===== config.mk =====
export PLATFORM = sky130hd
export DESIGN_NAME = img_frame_sequencer
export DESIGN_NICKNAME = d
export VERILOG_FILES = /design/src/rtl/img_seq_pkg.sv /design/src/rtl/img_seq_out_reg.sv /design/src/rtl/img_frame_sequencer.sv
export SDC_FILE = /design/constraint.sdc
export NUM_CORES = 1
export LEC_CHECK = 0
export CAP_MARGIN = 30
export CORE_MARGIN = 2
export CORE_UTILIZATION = 42
export CTS_BUF_LIST = sky130_fd_sc_hd__clkbuf_16
export CTS_CLUSTER_SIZE = 14
export DETAILED_ROUTE_END_ITERATION = 16
export GPL_ROUTABILITY_DRIVEN = 0
export PLACE_DENSITY = 0.69
export SLEW_MARGIN = 20
export SYNTH_ARGS = -nofsm -noshare
export SYNTH_HDL_FRONTEND = slang
export SYNTH_SLANG_ARGS = --single-unit

===== constraint.sdc =====
create_clock -name clock -period 9 [get_ports clock]
set_clock_uncertainty 0.15 [all_clocks]
set_input_delay 2.25 -clock clock [delete_from_list [all_inputs] [get_ports clock]]
set_output_delay 2.25 -clock clock [all_outputs]
set_load 0.005 [all_outputs]

===== src/rtl/img_seq_pkg.sv =====
// Shared types and constants for the frame sequencer: FSM states, header field
// positions and the layout of the end-of-frame status word.
package img_seq_pkg;

  typedef enum logic [2:0] {IDLE, HDR1, LOAD, DRAIN, STATUS} state_t;

  localparam logic [7:0] STATUS_MAGIC = 8'hA5;
  localparam int ERR_HDR_BIT = 16;
  localparam int ERR_TMO_BIT = 17;

  localparam int HDR_W_MSB = 31;
  localparam int HDR_W_LSB = 16;
  localparam int HDR_H_MSB = 15;
  localparam int HDR_H_LSB = 0;

  function automatic logic [31:0] status_word(input logic err_tmo, input logic err_hdr,
                                              input logic [15:0] fc);
    logic [31:0] w;
    w = {STATUS_MAGIC, 8'h00, fc};
    w[ERR_HDR_BIT] = err_hdr;
    w[ERR_TMO_BIT] = err_tmo;
    return w;
  endfunction

endpackage


===== src/rtl/img_seq_out_reg.sv =====
// One-entry output register: accepts a new word whenever it is empty or its
// current word is leaving this cycle.
module img_seq_out_reg #(
  parameter int W = 32
) (
  input  logic         clock,
  input  logic         reset,
  input  logic [W-1:0] load_data,
  input  logic         load_valid,
  output logic         load_ready,
  output logic [W-1:0] out_data,
  output logic         out_valid,
  input  logic         downstream_stall
);

  assign load_ready = !(out_valid && downstream_stall);

  always_ff @(posedge clock or posedge reset) begin
    if (reset) begin
      out_valid <= 1'b0;
      out_data  <= '0;
    end else if (load_ready) begin
      out_valid <= load_valid;
      if (load_valid) out_data <= load_data;
    end
  end

endmodule


===== src/rtl/img_frame_sequencer.sv =====
// Frame controller in front of the preprocessor: parses the 2-word header, meters
// payload in, forwards N_OUT results and closes each frame with a status word.
module img_frame_sequencer
  import img_seq_pkg::*;
#(
  parameter int PIX_PER_WORD = 4,
  parameter int MAX_WORDS    = 65536,
  parameter int TIMEOUT      = 4096
) (
  input  logic        clock,
  input  logic        reset,
  input  logic [31:0] in_data,
  input  logic        in_valid,
  output logic        upstream_stall,
  output logic [31:0] pp_in_data,
  output logic        pp_in_valid,
  input  logic        pp_in_stall,
  input  logic [31:0] pp_out_data,
  input  logic        pp_out_valid,
  output logic        pp_out_stall,
  output logic [31:0] out_data,
  output logic        out_valid,
  input  logic        downstream_stall,
  output logic        busy,
  output logic [15:0] frame_count
);

  localparam int PPW_SH = $clog2(PIX_PER_WORD);
  localparam int WD_W   = $clog2(TIMEOUT + 1);

  state_t            state;
  logic [15:0]       hdr_w, hdr_h;
  logic [31:0]       n_in, n_out, in_cnt, out_cnt;
  logic [WD_W-1:0]   wdog;
  logic              err_hdr, err_tmo;

  logic [31:0] pix, n_in_calc;
  logic        hdr_bad, in_xfer, res_en, res_xfer, ld_ready, ld_valid;
  logic [31:0] ld_data;

  // Ceiling divide without a 33b add: shift, then round up on any leftover pixels.
  assign pix       = 32'(hdr_w) * 32'(hdr_h);
  assign n_in_calc = (pix >> PPW_SH) + 32'((pix & 32'(PIX_PER_WORD - 1)) != 32'd0);
  assign hdr_bad   = (hdr_w == 16'd0) || (hdr_h == 16'd0) ||
                     (n_in_calc > 32'(MAX_WORDS)) || (in_data == 32'd0);

  always_comb begin
    upstream_stall = 1'b1;
    case (state)
      IDLE, HDR1: upstream_stall = 1'b0;
      LOAD:       upstream_stall = pp_in_stall;
      default:    upstream_stall = 1'b1;
    endcase
  end

  assign pp_in_data  = in_data;
  assign pp_in_valid = (state == LOAD) && in_valid;
  assign in_xfer     = in_valid && !upstream_stall;
  assign busy        = (state != IDLE);

  assign res_en       = ((state == LOAD) || (state == DRAIN)) && (out_cnt < n_out);
  assign pp_out_stall = !res_en || !ld_ready;
  assign res_xfer     = pp_out_valid && !pp_out_stall;

  // The status word shares the output register; results are never enabled in STATUS.
  assign ld_valid = (state == STATUS) || res_xfer;
  assign ld_data  = (state == STATUS) ? status_word(err_tmo, err_hdr, frame_count + 16'd1)
                                      : pp_out_data;

  img_seq_out_reg #(.W(32)) u_out_reg (
    .clock            (clock),
    .reset            (reset),
    .load_data        (ld_data),
    .load_valid       (ld_valid),
    .load_ready       (ld_ready),
    .out_data         (out_data),
    .out_valid        (out_valid),
    .downstream_stall (downstream_stall)
  );

  always_ff @(posedge clock or posedge reset) begin
    if (reset) begin
      state       <= IDLE;
      hdr_w       <= '0;
      hdr_h       <= '0;
      n_in        <= '0;
      n_out       <= '0;
      in_cnt      <= '0;
      out_cnt     <= '0;
      wdog        <= '0;
      err_hdr     <= 1'b0;
      err_tmo     <= 1'b0;
      frame_count <= '0;
    end else begin
      if (res_xfer) out_cnt <= out_cnt + 32'd1;
      case (state)
        IDLE: if (in_xfer) begin
          hdr_w <= in_data[HDR_W_MSB:HDR_W_LSB];
          hdr_h <= in_data[HDR_H_MSB:HDR_H_LSB];
          state <= HDR1;
        end
        HDR1: if (in_xfer) begin
          n_out   <= in_data;
          n_in    <= n_in_calc;
          in_cnt  <= '0;
          out_cnt <= '0;
          if (hdr_bad) begin
            err_hdr <= 1'b1;
            state   <= STATUS;
          end else begin
            state   <= LOAD;
          end
        end
        LOAD: if (in_xfer) begin
          in_cnt <= in_cnt + 32'd1;
          if (in_cnt + 32'd1 == n_in) begin
            wdog  <= '0;
            state <= DRAIN;
          end
        end
        DRAIN: begin
          if (out_cnt == n_out) state <= STATUS;
          else if (res_xfer) wdog <= '0;
          else if (wdog == WD_W'(TIMEOUT - 1)) begin
            err_tmo <= 1'b1;
            state   <= STATUS;
          end else wdog <= wdog + 1'b1;
        end
        STATUS: if (ld_ready) begin
          frame_count <= frame_count + 16'd1;
          err_hdr     <= 1'b0;
          err_tmo     <= 1'b0;
          state       <= IDLE;
        end
        default: state <= IDLE;
      endcase
    end
  end

endmodule


==> impl_metrics.yaml, run 1 <==
status:
  status: "finished, final reports clean"
timing:
  rsz0062_at_grt: "false"
  final_hold_viol_count: 0
  final.setup.tns_ns: 0
  worstMarginPinSlew_ns: 0.925
  post-route-min-period_ns: 8.44
  final-setup-viol-count: 0
  fmax_mhz: 118
  finalHoldWorstSlack_ns: 0.332
  finalMaxSlewViolations: 0
  finalCritPeriodShare_pct: 93.8
  relSlewSlack_pct: 37.8
worst_setup_path:
  worstRegToRegCells: 21
  cp-start-kind: "flip-flop"
  path_max_fanout: 18
  critPathLaunch: "hdr_h[12]"
  critPathArrivalTime_ns: 8.76
  endpoint_kind: "flip-flop"
  timing.rr.start: "hdr_h[12]"
  reg2reg_slack_ns: 0.56
  timing.rr.end: "err_hdr"
  critical_path_class: "reg2reg"
  worstPathRequired_ns: 9.32
grt:
  gr-usage-met3_pct: 3.56
  grt_overflow: 0
  grt_use_met1_pct: 29.6
  antenna_found_initial: 1
  track_usage_pct: 22.6
  grt_max_degree: 96
  use_met2_pct: 38.0
  grt_pass1_wl_mm: 97.2
  top_usage_layer: "met2"
  grt_pass1_vias: 18300
min_path:
  hp-class: "reg2reg"
  hold_end: "u_out_reg.out_data[9]"
  hold_depth: 2
  holdCritStartpoint: "u_out_reg.out_data[9]"
detailed_routing:
  vias: 17800
  antenna_left: 0
  first_iter_violations: 1176
  vias_per_cell: 5.51
  drt_wl_total_mm: 59.1
  routedWlPerCell_um: 18.3
  drt_drc_violations_left: 0
  dr.pass1.iters: 6
clock_network:
  cts_made_buffers: 26
  clock-root-buffer: "clkbuf_16"
  clk_pin_slew_worst_paths_ns: 0.07
  cts.htree.levels: 1
  cts_resized: 0
  clockBufferDepth: 3
  clkSinkCount: 226
  postCtsHoldBufs: 0
  cts_tree: "yes"
  post_cts_buffers: 0
  clock_latency_ns: 0.58
synth:
  synth_xor_area_share_pct: 5.97
  synth-simple-area-share_pct: 20.5
  synth_seq_cells: 226
  synth_top_area_share_pct: 26.1
  synth-seq-area-share_pct: 26.1
  synth_compound_area_share_pct: 11.0
  synth_commonest_cells: "nand2_1 (366), inv_1 (283), dfrtp_1 (226), fa_1 (194), o21ai_0 (159)"
  yosysWarnings: 0
  synth_top_family_by_area: "adder cells"
  yosysUniqueCellTypes: 81
  synth_mux_area_share_pct: 2.28
  avgSynthCellArea_um2: 8.77
  synth-adder-area-share_pct: 26.1
  syn_area_um2: 21700
  synth_ff_type: "dfrtp_1"
  async_reset_ff_share_pct: 100
  synth_area_leaders: "dfrtp_1 (26%), fa_1 (18%), ha_1 (8.2%)"
  syn-num-nets: 2876
  synth_edf_count: 0
  synthCells: 2470
  yosys.area.top_type: "dfrtp_1"
  yosysMostFrequentCell: "nand2_1"
die:
  num_rows: 83
  start_util_pct: 42.3
  core_um2: 51200
  die_area_um2: 53400
  io_pins: 155
  die_h_um: 231
  dieWidth_um: 231
final_layout:
  layout-drive-gt1-share_pct: 4.91
  diodes: 0
  area_growth_pct: 12.8
  fin_nets: 2934
placed_design:
  dp_hpwl_mm: 45.5
  numPortBuffers: 154
job:
  maxCapViolations: 0
metrics by stage:
step / std cells / cell area, µm² / utilization, % / setup slack, ns
6_report: 3227 / 24400 / 47.7 / 0.557
5_1_grt: 3227 / 24400 / 47.7 / 0.121
4_1_cts: 3223 / 24400 / 47.6 / 0.634
3_5_place_dp: 3176 / 23500 / 46.0 / 0.636
3_3_place_gp: 3173 / 23500 / 45.9 / 0.794
2_1_floorplan: 2470 / 21700 / - / 0.409
flip-flops by register name, summed over array words and instances (netlist names):
| signal | flops |
|---|---|
| err_hdr | 1 |
| err_tmo | 1 |
| frame_count | 16 |
| hdr_h | 16 |
| hdr_w | 16 |
| in_cnt | 32 |
| n_in | 31 |
| n_out | 32 |
| out_cnt | 32 |
| state | 3 |
| u_out_reg.out_data | 32 |
| u_out_reg.out_valid | 1 |
| wdog | 13 |
critical path, stage by stage, from the launching register on:
cell and delay (ns):
dfrtp_1 0.84, nand2_1 0.21, fa_1 0.58, inv_1 0.05, fa_1 0.48, fa_1 0.56
fa_1 0.53, fa_1 0.56, inv_1 0.06, fa_1 0.52, inv_1 0.04, ha_1 0.42
nand2_1 0.14, o21ai_0 0.52, mux2i_1 0.36, o311ai_4 0.20, or4b_1 0.70, or3_1 0.43
o22ai_1 0.16, nand4_1 0.15, a2111o_1 0.41, a22o_1 0.24
area by class of cell:
type,count,area [µm²]
Fill cell,4743,26800
Multi-Input combinational cell,1817,14300
Sequential cell,226,5660
Timing Repair Buffer,174,1720
Inverter,283,1070
Tap cell,680,851
Clock buffer,26,651
Clock inverter,21,201
metal layers:
layer / share of wire, % / vias to the layer above
met2: 47 / 628
met4: 4.1 / 2
met1: 42 / 8760
li1: - / 8240
met5: 0.022 / -
met3: 6.5 / 140
logic make-up after synthesis:
| kind of cell | after synthesis |
|---|---|
| AND/OR/NAND/NOR | 901 |
| buffers and inverters | 427 |
| AO/OA/AOI/OAI | 389 |
| adder cells (fa/ha/maj) | 336 |
| flip-flops | 226 |
| XOR/XNOR | 146 |
| multiplexers | 45 |
layout by cell type, fill, tap and decap left out, drive strengths merged, types with 22 or more instances in the layout:
master         count
a21o              22
a21oi             78
and2             128
and3              43
clkbuf            27
clkdlybuf4s50    154
dfrtp            226
fa               194
ha               142
inv              289
mux2              35
nand2            367
nand3             70
nand4             35
nor2             129
nor3              30
nor4              36
o21ai            180
xnor2             87
xor2              58
how the worst max path moves through the flow:
stage,endpoint,depth (start not counted)
3_5_place_dp,err_hdr,21
5_1_grt,err_hdr,20
2_1_floorplan,err_hdr,1
4_1_cts,err_hdr,21
3_3_place_gp,err_hdr,20
6_report,err_hdr,21
Power of run 1 is not shown: default switching activity piles up to over one toggle a cycle in this logic, so the estimate is an artifact.
==> inputs of run 2 (changes only) <==
--- a/config.mk
+++ b/config.mk
@@ -11,8 +11,10 @@
 export CTS_BUF_LIST = sky130_fd_sc_hd__clkbuf_16
 export CTS_CLUSTER_SIZE = 14
 export DETAILED_ROUTE_END_ITERATION = 16
+export DONT_BUFFER_PORTS = 1
 export GPL_ROUTABILITY_DRIVEN = 0
-export PLACE_DENSITY = 0.69
+export HOLD_SLACK_MARGIN = 0.03
+export PLACE_DENSITY = 0.65
 export SLEW_MARGIN = 20
 export SYNTH_ARGS = -nofsm -noshare
 export SYNTH_HDL_FRONTEND = slang
==> impl_metrics.yaml, run 2 (same netlist as run 1, synthesis figures left out) <==
status:
  status: "finished, final reports clean"
worst_setup_path:
  path_max_fanout: 18
  max_stage_delay_ns: 0.96
  critical_path_class: "reg2reg"
  crit_path_top_delay_cell: "a2111oi_0"
  endpoint_kind: "flip-flop"
  cp-start-kind: "flip-flop"
  crit_buf_inv: 4
  timing.rr.end: "err_hdr"
  timing.rr.start: "hdr_w[2]"
  worstRegToRegCells: 23
  worstPathRequired_ns: 9.29
  cp_top_family: "adder cells"
  cpMostUsedCell: "fa_1"
  crit_cells: 23
  critPathLaunch: "hdr_w[2]"
  reg2reg_slack_ns: 0.58
  path_cells: "and2_1 -> fa_1 -> inv_1 -> fa_1 -> inv_1 -> ha_1 -> fa_1 -> fa_1 -> inv_1 -> fa_1 -> inv_1 -> ha_1 -> a21oi_1 -> o21ai_0 -> o21ba_1 -> o21a_1 -> nor4_4 -> and3_1 -> nand3_1 -> a2111oi_0 -> o21ai_0 -> a2111o_1 -> a22o_1"
  critPathArrivalTime_ns: 8.71
detailed_routing:
  vias_per_cell: 5.52
  dr.pass1.iters: 6
  drt_wl_total_mm: 56.1
  drt_drc_violations_left: 0
  top_layer: "met4"
  routedWlPerCell_um: 18.3
  route.met2.wl_mm: 27.5
  vias: 16900
  antenna_left: 0
  wl_met3_mm: 3.19
  met1Wirelength_mm: 23.4
  first_iter_violations: 1039
timing:
  final.setup.tns_ns: 0
  final_hold_viol_count: 0
  fmax_mhz: 119
  finalCritPeriodShare_pct: 93.6
  rsz0062_at_grt: "false"
  finalMaxSlewViolations: 0
  final-setup-viol-count: 0
  worstMarginPinSlew_ns: 1.05
  post-route-min-period_ns: 8.42
  relSlewSlack_pct: 28.0
die:
  start_util_pct: 42.3
  io_pins: 155
  num_rows: 83
  die_area_um2: 53400
  core_um2: 51200
  dieWidth_um: 231
  die_h_um: 231
clock_network:
  cts_made_buffers: 26
  clock_latency_ns: 0.57
  cts_tree: "yes"
  cts_resized: 0
  clk_pin_slew_worst_paths_ns: 0.06
  clkSinkCount: 226
  postCtsHoldBufs: 0
  cts.htree.levels: 1
  post_cts_buffers: 0
  clockBufferDepth: 3
  clock-root-buffer: "clkbuf_16"
final_layout:
  final_common_cell: "nand2_1"
  layout-drive-gt1-share_pct: 5.06
  layout_common_cells: "nand2_1 (366), inv_1 (287), dfrtp_1 (226), fa_1 (194), o21ai_0 (159)"
  n_fill_cell: 4956
  fin_nets: 2778
  area_growth_pct: 5.41
  diodes: 0
grt:
  grt_pass1_vias: 17400
  track_usage_pct: 21.3
  grt_overflow: 0
  antenna_found_initial: 0
  grt_pass1_wl_mm: 92.4
  grt_max_degree: 96
min_path:
  hold_depth: 2
  hp-class: "reg2reg"
  hold_end: "n_in[26]"
  holdCritStartpoint: "n_in[26]"
placed_design:
  numPortBuffers: 0
  dp_hpwl_mm: 43.0
job:
  maxCapViolations: 0
run 2: cell type report:
class	count	area, µm²	share of cell area (%)
clock buffer	26	651	2.85
clock inverter	20	156	0.685
inverter	283	1070	4.68
multi-input combinational	1817	14300	62.6
sequential	226	5660	24.8
tap	680	851	3.73
timing repair buffer	18	164	0.718
run 2: worst max-delay path by stage:
stage / to
6_report: err_hdr
3_3_place_gp: err_hdr
5_1_grt: err_hdr
2_1_floorplan: err_hdr
3_5_place_dp: err_hdr
4_1_cts: err_hdr
run 2: metal layers:
| metal | vias up | global-route usage, % |
|---|---|---|
| met5 | - | 0 |
| met4 | 0 | 7.46 |
| met3 | 118 | 3.64 |
| met2 | 501 | 36.9 |
| met1 | 8428 | 26.9 |
| li1 | 7901 | - |
run 2: through the flow:
stage          hold slack [ns]  instances  worst slack [ns]  area, µm²  utilization [%]
2_1_floorplan            0.302       2470             0.409      21700                -
3_3_place_gp             0.318       3020             0.788      22000             42.9
3_5_place_dp             0.333       3022             0.667      22000             43.0
4_1_cts                  0.346       3068             0.623      22800             44.5
5_1_grt                  0.370       3070             0.251      22800             44.6
6_report                 0.341       3070             0.575      22800             44.6
run 2: worst min-delay path: stages, from the launching register on:
cell,delay (ns)
dfrtp_1,0.36
nand2_1,0.06
nand2_1,0.05
Power of run 2 is left out for the same reason.
==> inputs of run 3 (changes only) <==
--- a/config.mk
+++ b/config.mk
@@ -9,6 +9,7 @@
 export CORE_MARGIN = 2
 export CORE_UTILIZATION = 42
 export CTS_BUF_LIST = sky130_fd_sc_hd__clkbuf_16
+export CTS_CLUSTER_DIAMETER = 30
 export CTS_CLUSTER_SIZE = 14
 export DETAILED_ROUTE_END_ITERATION = 16
 export DONT_BUFFER_PORTS = 1
==> impl_metrics.yaml, run 3 (same netlist as run 1, synthesis figures left out) <==
status:
  status: "finished, final reports clean"
clock_network:
  clock_latency_ns: 0.61
  cts_made_buffers: 54
  cts.htree.levels: 2
  clockBufferDepth: 3
  cts_resized: 0
  post_cts_buffers: 0
  cts_tree: "yes"
  postCtsHoldBufs: 0
  clkSinkCount: 226
  clock-root-buffer: "clkbuf_16"
  clk_pin_slew_worst_paths_ns: 0.04
worst_setup_path:
  cp_top_family: "adder cells"
  endpoint_kind: "flip-flop"
  path_cells: "and2_1 -> fa_1 -> inv_1 -> fa_1 -> inv_1 -> ha_1 -> fa_1 -> fa_1 -> inv_1 -> fa_1 -> inv_1 -> ha_1 -> a21oi_1 -> o21ai_0 -> o21ba_1 -> o21a_1 -> nor4_4 -> and3_1 -> nand3_1 -> a2111oi_0 -> o21ai_0 -> a2111o_1 -> a22o_1"
  path_max_fanout: 18
  reg2reg_slack_ns: 0.51
  max_stage_delay_ns: 1.00
  cpMostUsedCell: "fa_1"
  crit_path_top_delay_cell: "a2111oi_0"
  crit_cells: 23
  cp-start-kind: "flip-flop"
  crit_buf_inv: 4
  critical_path_class: "reg2reg"
  critPathArrivalTime_ns: 8.81
  worstRegToRegCells: 23
  worstPathRequired_ns: 9.32
job:
  maxCapViolations: 0
final_layout:
  stdcell_count: 3125
  final_common_cell: "nand2_1"
  diodes: 0
  fin_util_pct: 46.7
  layout_common_cells: "nand2_1 (366), inv_1 (285), dfrtp_1 (226), fa_1 (194), o21ai_0 (159)"
  n_fill_cell: 4834
  area_growth_pct: 10.4
  fin_nets: 2806
  layout-drive-gt1-share_pct: 7.20
detailed_routing:
  vias: 17300
  dr.pass1.iters: 6
  drt_drc_violations_left: 0
  vias_per_cell: 5.52
  drt_wl_total_mm: 56.9
  first_iter_violations: 1137
  routedWlPerCell_um: 18.2
  antenna_left: 0
timing:
  finalCritPeriodShare_pct: 94.3
  final-setup-viol-count: 0
  rsz0062_at_grt: "false"
  fmax_mhz: 118
  finalMaxSlewViolations: 0
  post-route-min-period_ns: 8.49
  worst_slack_ns: 0.512
  final.setup.tns_ns: 0
  relSlewSlack_pct: 23.8
  worstMarginPinSlew_ns: 1.11
  final_hold_viol_count: 0
die:
  die_area_um2: 53400
  die_h_um: 231
  num_rows: 83
  dieWidth_um: 231
  io_pins: 155
  core_um2: 51200
  start_util_pct: 42.3
placed_design:
  dp_cells: 3022
  numPortBuffers: 0
  dp_slack_ns: 0.667
  dp_hpwl_mm: 43.0
min_path:
  hold_depth: 2
  hp-class: "reg2reg"
grt:
  grt_pass1_vias: 17800
  track_usage_pct: 21.8
  grt_pass1_wl_mm: 93.8
  grt_overflow: 0
  grt_max_degree: 96
  antenna_found_initial: 0
## run 3: worst paths after layout
kind	startpoint	end
min in group asynchronous	reset	wdog[9]
max in group asynchronous	reset	in_cnt[23]
worst min-delay path	n_out[0]	n_out[0]
worst max-delay path	hdr_w[2]	err_hdr
worst max register to register	hdr_w[2]	err_hdr
worst min register to register	n_out[0]	n_out[0]
## run 3: through the flow
stage / cell area [µm²] / hold WS, ns
after floorplan: 21700 / 0.302
after global placement: 22000 / 0.318
after detailed placement: 22000 / 0.333
after CTS: 23900 / 0.339
after global routing: 23900 / 0.367
final: 23900 / 0.334
## run 3: worst register-to-register path, cell delays in order (launching register included)
cell and delay [ns]:
dfrtp_1 0.64, and2_1 0.33, fa_1 0.53, inv_1 0.06, fa_1 0.54, inv_1 0.05
ha_1 0.21, fa_1 0.50, fa_1 0.49, inv_1 0.05, fa_1 0.54, inv_1 0.06
ha_1 0.40, a21oi_1 0.37, o21ai_0 0.21, o21ba_1 0.24, o21a_1 0.25, nor4_4 0.56
and3_1 0.31, nand3_1 0.09, a2111oi_0 1.00, o21ai_0 0.21, a2111o_1 0.37, a22o_1 0.24
## run 3: per-layer routing
layer  vias to the layer above  GRT usage, %  part of all wire [%]
met5                         -             0                     0
met4                         0          8.83                   4.0
met3                       134          4.26                   5.9
met2                       546          37.2                    49
met1                      8590          27.0                    41
li1                       7994             -                     -
## run 3: area by class of cell
| type | instances | area (µm²) | share of cell area (%) |
|---|---|---|---|
| Clock buffer | 55 | 1380 | 5.75 |
| Clock inverter | 46 | 522 | 2.18 |
| Inverter | 283 | 1070 | 4.47 |
| Multi-Input combinational cell | 1817 | 14300 | 59.7 |
| Sequential cell | 226 | 5660 | 23.6 |
| Tap cell | 680 | 851 | 3.56 |
| Timing Repair Buffer | 18 | 164 | 0.685 |
Power of run 3 is left out for the same reason.
